`config.mk`:
```
export PLATFORM = sky130hd
export DESIGN_NAME = vt_esc_decoder
export DESIGN_NICKNAME = d
export VERILOG_FILES = /design/src/rtl/vt_pkg.sv /design/src/rtl/vt_csi_param.sv /design/src/rtl/vt_esc_decoder.sv
export SDC_FILE = /design/constraint.sdc
export NUM_CORES = 1
export LEC_CHECK = 0
export ABC_AREA = 0
export ABC_CLOCK_PERIOD_IN_PS = 4300
export CORE_MARGIN = 5
export CORE_UTILIZATION = 51
export CTS_CLUSTER_DIAMETER = 120
export DETAILED_ROUTE_END_ITERATION = 16
export PLACE_DENSITY = 0.72
export SYNTH_ARGS = -nofsm -noshare
export SYNTH_HDL_FRONTEND = slang
export SYNTH_SLANG_ARGS = --single-unit
export TNS_END_PERCENT = 5
```
`constraint.sdc`:
```
create_clock -name clk25 -period 4.3 [get_ports clk25]
set_input_delay 0.43 -clock clk25 [delete_from_list [all_inputs] [get_ports clk25]]
set_output_delay 0.43 -clock clk25 [all_outputs]
set_load 0.01 [all_outputs]
```
`src/rtl/vt_pkg.sv`:
```
// Shared encodings for the VT escape decoder: command kinds, byte constants,
// FSM states and default screen geometry.
package vt_pkg;

    localparam int ROWS_DEF = 25;
    localparam int COLS_DEF = 80;

    typedef enum logic [1:0] {
        KIND_CHAR = 2'd0,
        KIND_CUP  = 2'd1,
        KIND_ED   = 2'd2,
        KIND_EL   = 2'd3
    } kind_t;

    typedef enum logic [1:0] {
        ST_GROUND = 2'd0,
        ST_ESC    = 2'd1,
        ST_CSI    = 2'd2
    } state_t;

    localparam logic [7:0] ESC      = 8'h1B;
    localparam logic [7:0] LBRACKET = 8'h5B;
    localparam logic [7:0] SEMI     = 8'h3B;
    localparam logic [7:0] CR       = 8'h0D;
    localparam logic [7:0] LF       = 8'h0A;
    localparam logic [7:0] FF       = 8'h0C;
    localparam logic [7:0] BS       = 8'h08;

    // Bytes the writer draws or interprets itself; everything else is noise.
    function automatic logic is_glyph(input logic [7:0] b);
        return (b == BS) || (b == LF) || (b == FF) || (b == CR) ||
               (b >= 8'h20 && b <= 8'h7E) || b[7];
    endfunction

    // 1-based parameter (0 meaning 1) to 0-based coordinate, clipped to lim-1.
    function automatic logic [7:0] clip_coord(input logic [7:0] p,
                                              input int lim);
        logic [7:0] v;
        v = (p == 8'd0) ? 8'd0 : p - 8'd1;
        if (int'(v) > lim - 1) begin
            v = 8'(lim - 1);
        end
        return v;
    endfunction

endpackage

```
`src/rtl/vt_csi_param.sv`:
```
// Decimal accumulator for the two CSI parameters, saturating at 255,
// with a ';'-driven index that stops at 2.
module vt_csi_param
    import vt_pkg::*;
(
    input  logic       clk,
    input  logic       rst,
    input  logic       clear,
    input  logic       digit,
    input  logic [3:0] value,
    input  logic       semi,
    output logic [7:0] p0,
    output logic [7:0] p1
);

    logic [1:0]  idx;
    logic [11:0] acc_in;
    logic [11:0] acc;
    logic [7:0]  sat;

    always_comb begin
        acc_in = (idx == 2'd0) ? {4'd0, p0} : {4'd0, p1};
        acc    = acc_in * 12'd10 + {8'd0, value};
        sat    = (acc > 12'd255) ? 8'hFF : acc[7:0];
    end

    always_ff @(posedge clk) begin
        if (rst || clear) begin
            p0  <= 8'd0;
            p1  <= 8'd0;
            idx <= 2'd0;
        end else begin
            if (digit && idx == 2'd0) begin
                p0 <= sat;
            end
            if (digit && idx == 2'd1) begin
                p1 <= sat;
            end
            if (semi && idx != 2'd2) begin
                idx <= idx + 2'd1;
            end
        end
    end

endmodule

```
`src/rtl/vt_esc_decoder.sv`:
```
// Byte-stream to command-stream decoder (CHAR/CUP/ED/EL) for the text writer.
// Optional abandon-on-idle timeout for partial sequences: VT_ESC_TIMEOUT_EN.
module vt_esc_decoder
    import vt_pkg::*;
#(
    parameter int ROWS           = ROWS_DEF,
    parameter int COLS           = COLS_DEF,
    parameter int TIMEOUT_CYCLES = 25000
) (
    input  logic       clk25,
    input  logic       rst,
    input  logic       serwr,
    input  logic [7:0] serdata,
    output logic       out_valid,
    input  logic       out_rdy,
    output logic [1:0] out_kind,
    output logic [7:0] out_char,
    output logic [4:0] out_row,
    output logic [6:0] out_col,
    output logic       ovf
);

    state_t     state;
    state_t     next_state;
    logic       hold_full;
    logic [7:0] hold_byte;
    logic       consume;
    logic       timeout;

    logic       is_digit;
    logic       is_final;
    logic [7:0] p0;
    logic [7:0] p1;

    logic       emit;
    kind_t      kind_n;
    logic [7:0] char_n;
    logic [4:0] row_n;
    logic [6:0] col_n;

    // The FSM only takes a byte when its result has somewhere to go.
    assign consume  = hold_full && (!out_valid || out_rdy);
    assign is_digit = (hold_byte >= 8'h30) && (hold_byte <= 8'h39);
    assign is_final = (hold_byte >= 8'h40) && (hold_byte <= 8'h7E);

    vt_csi_param u_param (
        .clk   (clk25),
        .rst   (rst),
        .clear (consume && state == ST_ESC && hold_byte == LBRACKET),
        .digit (consume && state == ST_CSI && is_digit),
        .value (hold_byte[3:0]),
        .semi  (consume && state == ST_CSI && hold_byte == SEMI),
        .p0    (p0),
        .p1    (p1)
    );

    always_comb begin
        next_state = state;
        emit       = 1'b0;
        kind_n     = KIND_CHAR;
        char_n     = 8'd0;
        row_n      = 5'd0;
        col_n      = 7'd0;
        if (consume) begin
            unique case (state)
                ST_GROUND: begin
                    if (hold_byte == ESC) begin
                        next_state = ST_ESC;
                    end else if (is_glyph(hold_byte)) begin
                        emit   = 1'b1;
                        char_n = hold_byte;
                    end
                end
                ST_ESC: begin
                    if (hold_byte == LBRACKET) begin
                        next_state = ST_CSI;
                    end else if (hold_byte != ESC) begin
                        next_state = ST_GROUND;
                    end
                end
                ST_CSI: begin
                    unique case (1'b1)
                        hold_byte == ESC: next_state = ST_ESC;
                        is_final: begin
                            next_state = ST_GROUND;
                            unique case (1'b1)
                                hold_byte == 8'h48,
                                hold_byte == 8'h66: begin
                                    emit   = 1'b1;
                                    kind_n = KIND_CUP;
                                    row_n  = 5'(clip_coord(p0, ROWS));
                                    col_n  = 7'(clip_coord(p1, COLS));
                                end
                                hold_byte == 8'h4A: begin
                                    emit   = (p0 == 8'd2);
                                    kind_n = KIND_ED;
                                end
                                hold_byte == 8'h4B: begin
                                    emit   = (p0 == 8'd0);
                                    kind_n = KIND_EL;
                                end
                                default: ;
                            endcase
                        end
                        default: ;
                    endcase
                end
                default: next_state = ST_GROUND;
            endcase
        end
    end

`ifdef VT_ESC_TIMEOUT_EN
    localparam int TW = $clog2(TIMEOUT_CYCLES + 1);
    logic [TW-1:0] idle_cnt;

    // A byte taken on the same edge keeps the sequence alive.
    assign timeout = (state != ST_GROUND) && !consume &&
                     (int'(idle_cnt) == TIMEOUT_CYCLES - 1);

    always_ff @(posedge clk25) begin
        if (rst || consume || state == ST_GROUND || timeout) begin
            idle_cnt <= '0;
        end else begin
            idle_cnt <= idle_cnt + 1'b1;
        end
    end
`else
    logic unused_timeout_cfg;
    assign unused_timeout_cfg = (TIMEOUT_CYCLES == 0);
    assign timeout = 1'b0;
`endif

    always_ff @(posedge clk25) begin
        if (rst) begin
            state     <= ST_GROUND;
            hold_full <= 1'b0;
            hold_byte <= 8'd0;
            ovf       <= 1'b0;
            out_valid <= 1'b0;
            out_kind  <= KIND_CHAR;
            out_char  <= 8'd0;
            out_row   <= 5'd0;
            out_col   <= 7'd0;
        end else begin
            if (serwr && (!hold_full || consume)) begin
                hold_full <= 1'b1;
                hold_byte <= serdata;
            end else if (consume) begin
                hold_full <= 1'b0;
            end
            if (serwr && hold_full && !consume) begin
                ovf <= 1'b1;
            end
            state <= timeout ? ST_GROUND : next_state;
            if (emit) begin
                out_valid <= 1'b1;
                out_kind  <= kind_n;
                out_char  <= char_n;
                out_row   <= row_n;
                out_col   <= col_n;
            end else if (out_valid && out_rdy) begin
                out_valid <= 1'b0;
                out_kind  <= KIND_CHAR;
                out_char  <= 8'd0;
                out_row   <= 5'd0;
                out_col   <= 7'd0;
            end
        end
    end

endmodule

```
### Yosys cells after proc, flatten, opt, wreduce, memory -nomap -nowiden

Cells that the tools add are included.

* add/subtract/negate cells: 4
* $mul: 1
* div/mod/pow operators: 0
* $lt $le $gt $ge: 8
* equality and inequality tests: 20
* shift-type cells: 0
* multiplexer cells: 45
* bitwise gates (word level): 0
* reductions and logical operators: 35

Operators with widths (number)
* 8-bit 2-to-1 mux: 10
* 7-bit 2-to-1 mux: 7
* 8-bit by 7-bit == test with 1-bit output, second input constant: 5
* 5-bit 2-to-1 mux: 7
* 8-bit by 4-bit == test with 1-bit output, second input constant: 4
* 8-bit by 6-bit greater-or-equal comparator with 1-bit output, second input constant: 2
* 1-bit logical AND: 16
* 8-bit logical NOT: 2
* 2-bit 2-to-1 mux: 8
* 8-bit by 1-bit subtractor with 8-bit output, second input constant: 2
* 12-bit by 4-bit adder with 12-bit output: 1
* 12-bit by 8-bit greater-than comparator with 1-bit output, second input constant: 1
* 12-bit by 3-bit multiplier with 11-bit output, second input constant: 1
* 2-bit case mux with 3 select lines: 2
* 8-bit by 2-bit == test with 1-bit output, second input constant: 1
* 8-bit by 5-bit == test with 1-bit output, second input constant: 1
* 8-bit by 6-bit == test with 1-bit output, second input constant: 1
* 8-bit by 7-bit greater-or-equal comparator with 1-bit output, second input constant: 1
* 8-bit by 5-bit greater-than comparator with 1-bit output, second input constant: 1
* 8-bit by 7-bit greater-than comparator with 1-bit output, second input constant: 1
* 8-bit by 6-bit <= comparator with 1-bit output, second input constant: 1
* 8-bit by 7-bit <= comparator with 1-bit output, second input constant: 1
* 1-bit logical OR: 8
* 1-bit 2-to-1 mux: 8
* 15 further kinds: 21

* bits in registers: 53
* latch bits: 0
* RAM bits: 0
* ROM bits: 0
* bits of input ports: 12
* output and inout bits: 24
* logic and storage cells: 125
* memories: 0

### Logic depth before layout (Yosys ltp)

Gate-level depths: netlist of run 1.

* word-level depth: 11
* depth in mapped cells: 17
* depth with buffers taken out: 14

### Modules after synthesis

From an unflattened synthesis of run 1, not the netlist that was laid out.

* cell total of the unflattened synthesis: 393
* area total of the unflattened synthesis: 3430.8 um^2

Modules (own cells, without submodules)
* vt_esc_decoder: times used 1, cells each 230, area each 2018.2 um^2, seq. area each 700.7 um^2
* vt_csi_param: times used 1, cells each 163, area each 1412.6 um^2, seq. area each 360.3 um^2

### Worst setup path after synthesis of run 1

Ideal clock, no wire load.

* kind: register to register
* start: register u_param.idx[0]
* end: register u_param.p1[4]
* library setup time: 74 ps
* data arrival time: 3750 ps
* data required time: 4226 ps
* slack: 476 ps
* stages on the path, launching flop included: 18
* path buffers: 3
* period minus slack after synthesis: 3824 ps
* cells stage by stage: dfxtp_1 inv_1 ha_1 buf_6 buf_2 mux2i_1 inv_1 ha_1 ha_1 fa_1 a211oi_1 or4b_1 a21oi_1 nor2_1 and4b_1 a41o_2 buf_6 a31oi_1

* cells in the longest elaborated chain, start to end: 6
* elaborated cells on any way between the ends: 8
* those cells by class: add/sub: 1; mul: 1; order compare: 1; eq/ne: 1; mux: 2; reduce/logical: 2

RTL lines
* start, declared: RTL line vt_csi_param.sv:16 `logic [1:0] idx;`
* start signal, assigned: RTL line vt_csi_param.sv:40 `idx <= idx + 2'd1;`
* 2-bit logical NOT: RTL line vt_csi_param.sv:22 `acc_in = (idx == 2'd0) ? {4'd0, p0} : {4'd0, p1};`
* 8-bit 2-to-1 mux: RTL line vt_csi_param.sv:22
* 12-bit by 3-bit multiplier with 11-bit output: RTL line vt_csi_param.sv:23 `acc = acc_in * 12'd10 + {8'd0, value};`
* 12-bit by 4-bit adder with 12-bit output: RTL line vt_csi_param.sv:23
* 12-bit by 8-bit greater-than comparator with 1-bit output: RTL line vt_csi_param.sv:24 `sat = (acc > 12'd255) ? 8'hFF : acc[7:0];`
* 8-bit 2-to-1 mux: RTL line vt_csi_param.sv:24
* end signal, assigned: RTL line vt_csi_param.sv:37 `p1 <= sat;`
* end, declared: RTL line vt_csi_param.sv:13 `output logic [7:0] p1`

Several ways; a longest one is shown, not always the timed one.
A chain may end at the register's enable or synchronous reset.

### Worst setup path in the final report of run 1

* start: register u_param.idx[0]
* end: register u_param.p1[7]

The elaborated chain is that of the path after synthesis.

==> flow_metrics.env, run 1 <==
export IMPL_p_leak_nw=1.48
export IMPL_whs_path_depth=2
export IMPL_pin_count=36
export IMPL_fin_tns_setup_ps=0
export IMPL_antenna_found_initial=0
export IMPL_hold_viol_final=0
export IMPL_fmax_mhz=254
export IMPL_crit_path_max_fanout=14
export IMPL_p_total_mw=0.851
export IMPL_critPathTopFamily="adder cells"
export IMPL_critPathCaptureType="flip-flop"
export IMPL_core_mm2=0.00635
export IMPL_grt_start_max_net_pins=23
export IMPL_maxCapViolCount=0
export IMPL_die_y_um=90.8
export IMPL_cts_max_path_buffers=2
export IMPL_h_tree_depth=2
export IMPL_syn_area_mm2=0.00333
export IMPL_final_layout_size_suffix_gt1_share_pct=6.27
export IMPL_start_util_pct=52.5
export IMPL_arrival_ps=4110
export IMPL_synth_async_reset_ratio_pct=0
export IMPL_synth_nets=422
export IMPL_cpMaxStageDelayCell="fa_1"
export IMPL_hold_end="out_row[4]"
export IMPL_syn_inst=389
export IMPL_startpoint="u_param.idx[0]"
export IMPL_cts_tree="done"
export IMPL_io_buffers=35
export IMPL_r2r_slack_ps=360
export IMPL_gp_congestion=0.841
export IMPL_outcome="completed"
export IMPL_nNetsFinal=447
export IMPL_cts_num_sinks=53
export IMPL_cts_buffers=5
export IMPL_synthDistinctLibCells=62
export IMPL_path_cells="inv_1 > ha_2 > mux2i_1 > inv_1 > ha_1 > ha_1 > fa_1 > nand3_1 > o21ai_0 > nor4b_2 > mux2i_1 > and4b_1 > a41o_2 > a31oi_1"
export IMPL_critical_path_required_ps=4470
export IMPL_route_detailed_drc=0
export IMPL_dp_hpwl_mm=5.65
export IMPL_grt_pass1_vias=2582
export IMPL_pre_cts_ws_ps=237
export IMPL_dr_total_vias=2847
export IMPL_irDropWorstVdd_mv=0.141
export IMPL_path_buf_inv=2
export IMPL_min_period_ps=3940
export IMPL_grt_usage_pct=17.4
export IMPL_setup_ws_ps=362
export IMPL_slew_headroom_pct=43.9
export IMPL_period_share_pct=91.6
export IMPL_diodes=0
export IMPL_layoutNonFillerInstCount=492
export IMPL_hold_start="out_row[4]"
export IMPL_root_buffer="clkbuf_8"
export IMPL_via_per_inst=5.79
export IMPL_first_pass_iters=4
export IMPL_synthFlopType="dfxtp_1"
export IMPL_fin_area_mm2=0.00377
export IMPL_layout_common_cells="53 x dfxtp_1, 44 x nor2_1, 39 x o21ai_0"
export IMPL_rsz0062_at_grt="no"
export IMPL_cellPowerDensity_mw_per_mm2=226
export IMPL_r2r_start="u_param.idx[0]"
export IMPL_reg2regPathDepth=14
export IMPL_whs_ps=461
export IMPL_fin_worst_skew_ps=12.2
export IMPL_syn_to_final_growth_pct=13.3
export IMPL_ys_seq_area_share_pct=31.9
export IMPL_fin_util_pct=59.4
export IMPL_layout_commonest_cell="dfxtp_1"
export IMPL_setup_viol=0
export IMPL_die_area_mm2=0.00825
export IMPL_fillers=560
export IMPL_ant_nets=0
export IMPL_worst_pin_slew_ps=838
export IMPL_drtIter0Drc=197
export IMPL_synth_edf_count=0
export IMPL_slew_violations=0
export IMPL_avgSynthCellArea_um2=8.56
export IMPL_fp_row_count=29
export IMPL_routed_wl_mm=7.29
export IMPL_die_x_um=90.8
export IMPL_wl_per_cell_um=14.8
export IMPL_path_class="flip-flop to flip-flop"
export IMPL_r2r_end="u_param.p1[7]"
export IMPL_clk_latency_ps=310
export IMPL_crit_path_max_incr_delay_ps=570
export IMPL_ys_warn_count=0
export IMPL_ys_seq_elements=53
export IMPL_place_inst=484
export IMPL_clk_pin_slew_ps=90
export IMPL_critPathLaunchType="flip-flop"
export IMPL_grt_pass1_wl_mm=12.2
export IMPL_grt_overflow=0
export IMPL_hp_class="flip-flop to flip-flop"
export IMPL_post_dp_cell_area_mm2=0.00368
-- state kept, by name (all words and copies together), names as in the netlist --
signal,count
out_valid,1
u_param.p1,8
u_param.p0,8
out_row,5
hold_full,1
ovf,1
out_char,8
state,2
hold_byte,8
out_col,7
u_param.idx,2
out_kind,2
-- worst reg2reg max path, delay by kind of cell (launching register included) --
| family | cells | cell delay, ps |
|---|---|---|
| buffers and inverters | 2 | 190 |
| AO/OA/AOI/OAI | 3 | 670 |
| multiplexers | 2 | 550 |
| flip-flops | 1 | 330 |
| AND/OR/NAND/NOR | 3 | 630 |
| adder cells (fa/ha/maj) | 4 | 1430 |
-- power by group --
group / internal, mW / switching (mW) / total [mW]
Clock: 0.116 / 0.165 / 0.281
Combinational: 0.0285 / 0.0298 / 0.0583
Sequential: 0.497 / 0.0147 / 0.512
-- synth_stat cells (3+ instances only) --
master / count / area [um2]
ha_1: 19 / 238
a211oi_1: 5 / 37.5
a31oi_1: 11 / 68.8
nand2_1: 25 / 93.8
a22o_1: 13 / 114
o21bai_1: 7 / 52.6
xnor2_1: 9 / 78.8
nand3_1: 8 / 40.0
xor2_1: 9 / 78.8
nor2b_1: 4 / 25.0
inv_1: 16 / 60.1
or4_1: 3 / 22.5
dfxtp_1: 53 / 1060
clkbuf_1: 9 / 33.8
mux2i_1: 16 / 160
nor3_1: 6 / 30.0
buf_6: 4 / 45.0
nor4_1: 3 / 18.8
o21ai_0: 40 / 200
nor2_1: 44 / 165
and4b_1: 3 / 30.0
o31ai_1: 4 / 30.0
buf_2: 6 / 30.0
nand2b_1: 8 / 50.1
a21oi_1: 18 / 90.1
-- layer usage --
metal	wire length, um	vias to the layer above	GRT usage (%)
li1	-	1472	-
met5	0	-	0
met3	339	12	2.67
met1	3540	1307	24.5
met4	116	0	6.23
met2	3290	56	26.9
-- what timing repair did --
item / CTS / global route
resized for setup: 0 / 2
buffers inserted: 0 / 0
endpoints found under the setup margin: 0 / 13
hold buffers: 0 / 0
-- worst max-delay path by stage --
stage | cells past startpoint | endpoint | slack (ps)
after floorplan | 17 | u_param.p1[4] | 480
after global placement | 14 | u_param.p1[7] | 380
after detailed placement | 14 | u_param.p1[7] | 240
after CTS | 14 | u_param.p1[7] | 190
after global routing | 14 | u_param.p1[7] | 80
final | 14 | u_param.p1[7] | 360
-- layout make-up --
class	instances	area (um2)	share of cell area, %
multi-input combinational	301	2100	55.8
timing repair buffer	37	365	9.68
sequential	53	1060	28.1
tap	77	96.3	2.55
clock buffer	6	72.6	1.92
clock inverter	2	13.8	0.365
inverter	16	60.1	1.59
-- kinds of logic (layout without fill, tap and decap cells) --
logic type / Yosys count / after routing / share of synthesized area [%]
AO/OA/AOI/OAI: 115 / 115 / 22.2
multiplexers: 19 / 19 / 6.24
buffers and inverters: 35 / 61 / 5.07
AND/OR/NAND/NOR: 128 / 128 / 21.5
flip-flops: 53 / 53 / 31.9
XOR/XNOR: 18 / 18 / 4.73
adder cells (fa/ha/maj): 21 / 21 / 8.34
No activity file was read; power rests on OpenSTA's default activity.
==> run 2: changes to the inputs <==
--- a/config.mk
+++ b/config.mk
@@ -8,10 +8,10 @@
 export ABC_AREA = 0
 export ABC_CLOCK_PERIOD_IN_PS = 4300
 export CORE_MARGIN = 5
-export CORE_UTILIZATION = 51
+export CORE_UTILIZATION = 50
 export CTS_CLUSTER_DIAMETER = 120
 export DETAILED_ROUTE_END_ITERATION = 16
-export PLACE_DENSITY = 0.72
+export PLACE_DENSITY = 0.71
 export SYNTH_ARGS = -nofsm -noshare
 export SYNTH_HDL_FRONTEND = slang
 export SYNTH_SLANG_ARGS = --single-unit
==> run 2 against run 1 <==
Routed wire length is 1.1% lower. Global-route usage decreased by 0.064 points. Largest power group unchanged. Register-to-register slack improved by 20 ps. Critical endpoint unchanged.
==> flow_metrics.env, run 2 (synthesis gave the netlist of run 1 again) <==
export IMPL_grt_pass1_wl_mm=12.4
export IMPL_comb_power_share_pct=6.9
export IMPL_io_buffers=35
export IMPL_layout_common_cells="53 x dfxtp_1, 44 x nor2_1, 40 x o21ai_0"
export IMPL_pwr_share_clk_pct=32.4
export IMPL_antenna_found_initial=0
export IMPL_crit_path_max_fanout=14
export IMPL_crit_end="u_param.p1[7]"
export IMPL_grt_overflow=0
export IMPL_syn_to_final_growth_pct=13.3
export IMPL_critPathLaunchType="flip-flop"
export IMPL_r2r_start="u_param.idx[0]"
export IMPL_layout_commonest_cell="dfxtp_1"
export IMPL_grt_usage_pct=17.3
export IMPL_hold_viol_final=0
export IMPL_post_cts_resize_count=0
export IMPL_arrival_ps=4090
export IMPL_final_layout_size_suffix_gt1_share_pct=6.51
export IMPL_cts_num_sinks=53
export IMPL_reg2regPathDepth=14
export IMPL_period_share_pct=91.1
export IMPL_fin_tns_setup_ps=0
export IMPL_routed_wl_mm=7.21
export IMPL_start_util_pct=51.9
export IMPL_path_class="flip-flop to flip-flop"
export IMPL_drtIter0Drc=170
export IMPL_first_pass_iters=5
export IMPL_hp_class="flip-flop to flip-flop"
export IMPL_irDropWorstVdd_mv=0.108
export IMPL_die_area_mm2=0.00839
export IMPL_pwr_share_seq_pct=60.7
export IMPL_p_leak_nw=1.48
export IMPL_diodes=0
export IMPL_cts_buffers=5
export IMPL_grt_pass1_vias=2661
export IMPL_dp_hpwl_mm=5.57
export IMPL_cts_max_path_buffers=2
export IMPL_critPathCaptureType="flip-flop"
export IMPL_p_sw_mw=0.205
export IMPL_fmax_mhz=255
export IMPL_min_period_ps=3920
export IMPL_nNetsFinal=447
export IMPL_via_per_inst=5.70
export IMPL_rsz0062_at_grt="no"
export IMPL_dr_total_vias=2802
export IMPL_grt_start_max_net_pins=23
export IMPL_clk_latency_ps=310
export IMPL_whs_ps=459
export IMPL_ant_nets=0
export IMPL_worst_pin_slew_ps=837
export IMPL_outcome="completed"
export IMPL_die_y_um=91.6
export IMPL_r2r_end="u_param.p1[7]"
export IMPL_cts_hold_buffers_added=0
export IMPL_fillers=593
export IMPL_swShare_pct=24.3
export IMPL_cts_setup_buffers=0
export IMPL_critical_path_required_ps=4470
export IMPL_route_detailed_drc=0
export IMPL_core_mm2=0.00642
export IMPL_die_x_um=91.6
export IMPL_r2r_slack_ps=380
export IMPL_wl_per_cell_um=14.7
export IMPL_fp_row_count=29
export IMPL_root_buffer="clkbuf_8"
export IMPL_fin_worst_skew_ps=8.24
export IMPL_gp_congestion=0.848
export IMPL_slew_headroom_pct=44.0
export IMPL_setup_viol=0
export IMPL_cellPowerDensity_mw_per_mm2=224
export IMPL_clk_pin_slew_ps=90
export IMPL_cts_tree="done"
export IMPL_internal_power_mw=0.639
export IMPL_h_tree_depth=2
export IMPL_startpoint="u_param.idx[0]"
export IMPL_pin_count=36
export IMPL_slew_violations=0
export IMPL_maxCapViolCount=0
## run 2: cell count changes in the layout (fill, tap and decap cells not counted)
cell / delta
o21ai_1: -1
clkbuf_1: -1
o21ai_0: +1
clkinv_2: +1
clkinvlp_4: +1
inv_6: -1
## run 2: through the flow
step                worst slack, ps  std cells  instance area (um2)  utilization [%]  total power [mW]
detailed placement              269        484                 3680             57.4             0.581
global placement                456        484                 3680             57.4             0.580
finish                          384        492                 3770             58.7             0.844
CTS                             260        492                 3770             58.7             0.852
global route                   26.5        492                 3770             58.7             0.881
floorplan                       476        389                 3330                -             0.560
## run 2: worst min path at each step
stage / start / to / depth (start not counted) / slack (ps)
floorplan: out_kind[0] / out_kind[0] / 2 / 480
global placement: out_col[5] / out_col[5] / 2 / 440
detailed placement: out_col[5] / out_col[5] / 2 / 440
CTS: out_col[5] / out_col[5] / 2 / 460
global route: out_row[0] / out_row[0] / 2 / 480
finish: out_col[5] / out_col[5] / 2 / 460
## run 2: layout make-up
| type | count | area [um2] | share of cell area, % |
|---|---|---|---|
| Clock inverter | 3 | 17.5 | 0.464 |
| Clock buffer | 5 | 68.8 | 1.82 |
| Tap cell | 77 | 96.3 | 2.55 |
| Timing Repair Buffer | 37 | 365 | 9.68 |
| Sequential cell | 53 | 1060 | 28.1 |
| Multi-Input combinational cell | 301 | 2100 | 55.8 |
| Inverter | 16 | 60.1 | 1.59 |
## run 2: critical path: stages (launching register included)
cell and delay, ps:
dfxtp_1 330, inv_1 110, ha_2 300, mux2i_1 350
inv_1 90, ha_1 310, ha_1 230, fa_1 570
nand3_1 90, o21ai_0 280, nor4b_2 290, mux2i_1 200
and4b_1 240, a41o_2 280, a31oi_1 130
## run 2: metal layers
| metal | vias up | track usage (%) | share of wire, % |
|---|---|---|---|
| li1 | 1465 | - | - |
| met1 | 1274 | 23.6 | 49 |
| met2 | 56 | 28.6 | 46 |
| met3 | 7 | 2.62 | 4.6 |
| met4 | 0 | 4.90 | 1.2 |
| met5 | - | 0 | 0 |
## run 2: power groups by stage
| stage | registers [mW] | logic (mW) | clock network [mW] |
|---|---|---|---|
| detailed placement | 0.523 | 0.0580 | 0 |
| CTS | 0.512 | 0.0583 | 0.282 |
| floorplan | 0.515 | 0.0457 | 0 |
| global placement | 0.523 | 0.0573 | 0 |
| finish | 0.512 | 0.0581 | 0.274 |
| global route | 0.514 | 0.0647 | 0.302 |
